--- src/rtl/tdm_demux.sv ---
// tdm_demux: recovers 4-slot frames from a time-multiplexed serial stream.
// A frame_sync-marked sample starts a frame in slot 0. Missing slot-0 syncs
// are bridged (flywheel) up to MissLimit-1 times before lock is dropped.
// A frame_sync seen in slots 1..3 restarts the frame at slot 0.
module tdm_demux #(
  parameter int MissLimit = 2
) (
  input  logic       clk,
  input  logic       reset,
  input  logic       serial_in,
  input  logic       sample_en,
  input  logic       frame_sync,
  output logic [3:0] out,
  output logic       out_valid,
  output logic [1:0] slot,
  output logic       locked,
  output logic       sync_err
);

  localparam logic [0:0] S_HUNT   = 1'b0;
  localparam logic [0:0] S_LOCKED = 1'b1;

  // Miss counter only needs to reach MissLimit (at most 7).
  localparam logic [3:0] MISS_LIM = 4'(MissLimit);

  logic [0:0] state_q,     state_d;
  logic [1:0] slot_q,      slot_d;
  logic [2:0] shadow_q,    shadow_d;
  logic [2:0] miss_q,      miss_d;
  logic [3:0] out_q,       out_d;
  logic       out_valid_q, out_valid_d;
  logic       sync_err_q,  sync_err_d;

  // Decoded per-sample conditions while locked.
  logic       at_slot0;
  logic       misplaced_sync;
  logic       missing_sync;
  logic [3:0] miss_inc;
  logic       miss_expired;

  // Classify the current sample relative to the expected frame position.
  always_comb begin
    at_slot0       = (slot_q == 2'd0);
    misplaced_sync = !at_slot0 && frame_sync;
    missing_sync   = at_slot0 && !frame_sync;
    miss_inc       = {1'b0, miss_q} + 4'd1;
    miss_expired   = missing_sync && (miss_inc >= MISS_LIM);
  end

  // Next-state logic: hunt for sync, then fill shadow slots and publish frames.
  always_comb begin
    state_d     = state_q;
    slot_d      = slot_q;
    shadow_d    = shadow_q;
    miss_d      = miss_q;
    out_d       = out_q;
    out_valid_d = 1'b0;
    sync_err_d  = 1'b0;

    if (sample_en) begin
      if (state_q == S_HUNT) begin
        // Only a sync-marked sample can start a frame; everything else is dropped.
        if (frame_sync) begin
          shadow_d = {2'b00, serial_in};
          slot_d   = 2'd1;
          miss_d   = 3'd0;
          state_d  = S_LOCKED;
        end
      end else begin
        if (miss_expired) begin
          // Too many consecutive missing syncs: give up lock silently.
          shadow_d = 3'b000;
          slot_d   = 2'd0;
          miss_d   = 3'd0;
          state_d  = S_HUNT;
        end else if (misplaced_sync) begin
          // Sync in mid-frame: abandon the partial frame and realign to slot 0.
          sync_err_d = 1'b1;
          shadow_d   = {2'b00, serial_in};
          slot_d     = 2'd1;
          miss_d     = 3'd0;
        end else begin
          // Normal accept (including flywheel over a tolerated missing sync).
          if (at_slot0) begin
            miss_d = frame_sync ? 3'd0 : miss_inc[2:0];
          end
          if (slot_q == 2'd3) begin
            out_d       = {serial_in, shadow_q};
            out_valid_d = 1'b1;
          end else begin
            shadow_d[slot_q] = serial_in;
          end
          slot_d = slot_q + 2'd1;
        end
      end
    end
  end

  // State and output registers with synchronous reset.
  always_ff @(posedge clk) begin
    if (reset) begin
      state_q     <= S_HUNT;
      slot_q      <= 2'd0;
      shadow_q    <= 3'b000;
      miss_q      <= 3'd0;
      out_q       <= 4'b0000;
      out_valid_q <= 1'b0;
      sync_err_q  <= 1'b0;
    end else begin
      state_q     <= state_d;
      slot_q      <= slot_d;
      shadow_q    <= shadow_d;
      miss_q      <= miss_d;
      out_q       <= out_d;
      out_valid_q <= out_valid_d;
      sync_err_q  <= sync_err_d;
    end
  end

  assign out       = out_q;
  assign out_valid = out_valid_q;
  assign slot      = slot_q;
  assign locked    = (state_q == S_LOCKED);
  assign sync_err  = sync_err_q;

endmodule

--- config.mk ---
export PLATFORM = sky130hd
export DESIGN_NAME = tdm_demux
export DESIGN_NICKNAME = d
export VERILOG_FILES = /design/src/rtl/tdm_demux.sv
export SDC_FILE = /design/constraint.sdc
export NUM_CORES = 1
export LEC_CHECK = 0
export ABC_AREA = 1
export CORE_UTILIZATION = 50
export CTS_BUF_LIST = sky130_fd_sc_hd__clkbuf_4 sky130_fd_sc_hd__clkbuf_8 sky130_fd_sc_hd__clkbuf_16
export DETAILED_ROUTE_END_ITERATION = 10
export PLACE_DENSITY = 0.83
export SETUP_SLACK_MARGIN = 0.05
export SYNTH_ARGS = -nofsm -noshare
export SYNTH_HDL_FRONTEND = slang
export SYNTH_SLANG_ARGS = --single-unit
--- constraint.sdc ---
create_clock -name clk -period 1.6 [get_ports clk]
set_input_delay 0.32 -clock clk [delete_from_list [all_inputs] [get_ports clk]]
set_output_delay 0.32 -clock clk [all_outputs]
set_load 0.05 [all_outputs]
==> results.md <==
- Slowest Stage Delay on Critical Path: 0.36 ns
- Min Tclk post-route: 1.59 ns
- I/O Buffers: 13
- DR vias/cell: 5.69
- Post-place setup slack: -0.0298 ns
- CP startpoint kind: flip-flop
- Die Wd: 42.2 µm
- Clock power share: 29.3%
- Critical path required time: 1.79 ns
- Delay-heaviest family, CP: simple AND/OR/NAND/NOR gates
- Internal: 0.570 mW
- Largest net degree at the start of global routing: 10
- CP max-delay cell: dfxtp_4
- Crit. End Element: flip-flop
- Post-route clock period utilization: 99.4%
- Mapped cell area: 810 µm²
- Worst Setup Slack, final: 0.00950 ns
- Clock Latency Late Sink: 0.29 ns
- Status: finished, final reports clean
- Data arrival, critical path: 1.78 ns
- Commonest non-fill, non-tap cell in the layout: inv_1
- Crit-path max FO: 5
- Starting Density: 53.7%
- Worst path bufs/invs: 3
- Measured slew at the worst slew-check pin: 0.375 ns
- Synth top area share: 37.1%
- # DRC: 0
- Fmax: 629 MHz
- Setup TNS: 0 ns
- Synthesized Nets: 121
- Worst Hold Class: reg -> reg
- Share of layout cells above drive strength 1: 41.8%
- PD cells: 709 nW/µm²
- GRT Total Usage: 21.2%
- Initial antenna violation count: 0
- Post-Route WL: 2.26 mm
- CTS root buf: clkbuf_4
- CTS max path bufs: 2
- Max Cap Violations: 0
- Post-DP Area: 962 µm²
- IO Pins: 14
- Fill count: 105
- Combinational Power Share: 22.3%
- Drt first pass iters: 4
- Slew headroom: 75.0%
- Num CTS Buffers: 3
- Switch share: 31.0%
- First-pass GRT wire length: 2.88 mm
- Cells after Synth: 110
- Die Y: 42.2 µm
- Vias in the first global route: 710
- Seq pwr share: 48.4%
- Sinks on Clock Net: 15
- Maximum VDD drop: 488 µV
- Fin util: 77.3%
- Syn avg cell area: 7.36 µm²
- Total of warnings raised by yosys: 0
- Ant diodes: 0
- Synth area leader: dfxtp_1
- Cell Rows: 14
- Setup Skew: 0.00238 ns
- Remaining Overflow, GRT: 0
- Net Sw Power: 0.256 mW
- Vias post-DR: 853
- Total core area: 1510 µm²
- CTS tree: yes
- Final Hold Vio Count: 0
- Area Growth Syn to Fin: 43.9%
- 1st-iter DRT viols: 24
- # H-tree levels: 1
- Post-DRT Antenna Nets: 0
- Sequential-to-total area share from yosys stat: 37.1%
- Fin nets: 146
- Max-slew violations: 0
- Flops & latches, synth: 15
- Final setup fails: 0
- RSZ-0062 raised after global routing: yes
- Post-synthesis cell type count: 20
- Most frequent cells in the layout: inv_1 (15), buf_4 (13), nand2_1 (11), dfxtp_1 (11), a21oi_1 (8)
- Total die area: 1780 µm²
- CP Class: reg -> reg
- DPL Wire Length: 1.17 mm
- GPL Wtd Cong: 0.834
- # hold bufs at CTS: 0
- CP Cell Sequence: inv_1 > ha_4 > inv_2 > nor2_4 > buf_4 > nand3_1 > nand2_1 > nand3_1 > nand2_1 > nor2_1
- P_leak: 0.519 nW
- Reg clk slew, reported paths: 0.09 ns
- Area contributors post-synth: dfxtp_1 (37%), ha_1 (9.3%), inv_1 (8.3%)
- WL/cell: 15.1 µm
- Post-route cell area: 1160 µm²
path summary, 6_finish.rpt:
path                      end  cells after the start  slack [ns]    start
setup / recovery  shadow_q[0]                     10        0.01  slot[0]
hold / removal         out[0]                      2        0.45   out[0]
hold reg to reg        out[0]                      2        0.45   out[0]
setup reg to reg  shadow_q[0]                     10        0.01  slot[0]
registers in the layout, summed over array words and instances, names as in the netlist:
name,flops
shadow_q,3
slot,2
out,4
locked,1
sync_err,1
out_valid,1
miss_q,3
cell families after synthesis:
logic type	count (synthesis)	share of synthesized area (%)
simple gates	50	32.5
buf+inv	22	10.2
compound gates	17	11.0
flops	15	37.1
fa+ha+maj	6	9.27
Yosys cell counts:
cell,n
nand2_2,4
o211ai_1,1
and3_1,1
inv_1,18
nand4_1,1
a21oi_1,8
nand2_1,13
nor3_1,3
nor2_2,4
dfxtp_1,15
nand2_4,1
inv_2,4
nand3_2,2
ha_1,6
a31oi_1,1
o21ai_1,5
nor2_1,10
o21ai_0,2
nand3_1,9
nor2_4,2
routing by layer:
metal	vias up	wire length (µm)	global-route usage [%]
met5	-	0	0
met1	402	914	24.6
met3	11	132	5.17
li1	404	-	-
met2	36	1140	36.6
met4	0	69	9.38
through the flow:
step                      power [mW]  hold slack, ns  std cells
after floorplan                0.496           0.382        110
after global placement         0.539           0.435        140
after detailed placement       0.541           0.440        140
after CTS                      0.777           0.453        145
after global routing           0.852           0.470        150
final                          0.826           0.451        150
cell type report:
class | count | area, µm² | area share [%]
Multi-Input combinational cell | 75 | 567 | 48.7
Sequential cell | 15 | 308 | 26.4
Timing Repair Buffer | 18 | 158 | 13.5
Inverter | 22 | 82.6 | 7.09
Clock buffer | 4 | 30.0 | 2.58
Tap cell | 16 | 20.0 | 1.72
worst min-delay path, stage by stage (launching register included):
cell and delay [ns]:
dfxtp_1 0.32, inv_1 0.05, a21oi_1 0.05
power groups by stage:
stage	clock (mW)	combinational [mW]	sequential [mW]
after floorplan	0	0.0763	0.420
after global placement	0	0.133	0.406
after detailed placement	0	0.135	0.406
after CTS	0.241	0.139	0.397
after global routing	0.255	0.195	0.401
final	0.242	0.184	0.400
timing repair:
item                       CTS  global route
setup buffers                0             4
gates resized for setup      2            27
setup endpoints to repair    4            11
pin swaps                    2             7
cloned                       1             1
Note: power is estimated with default switching activity, not from simulation.
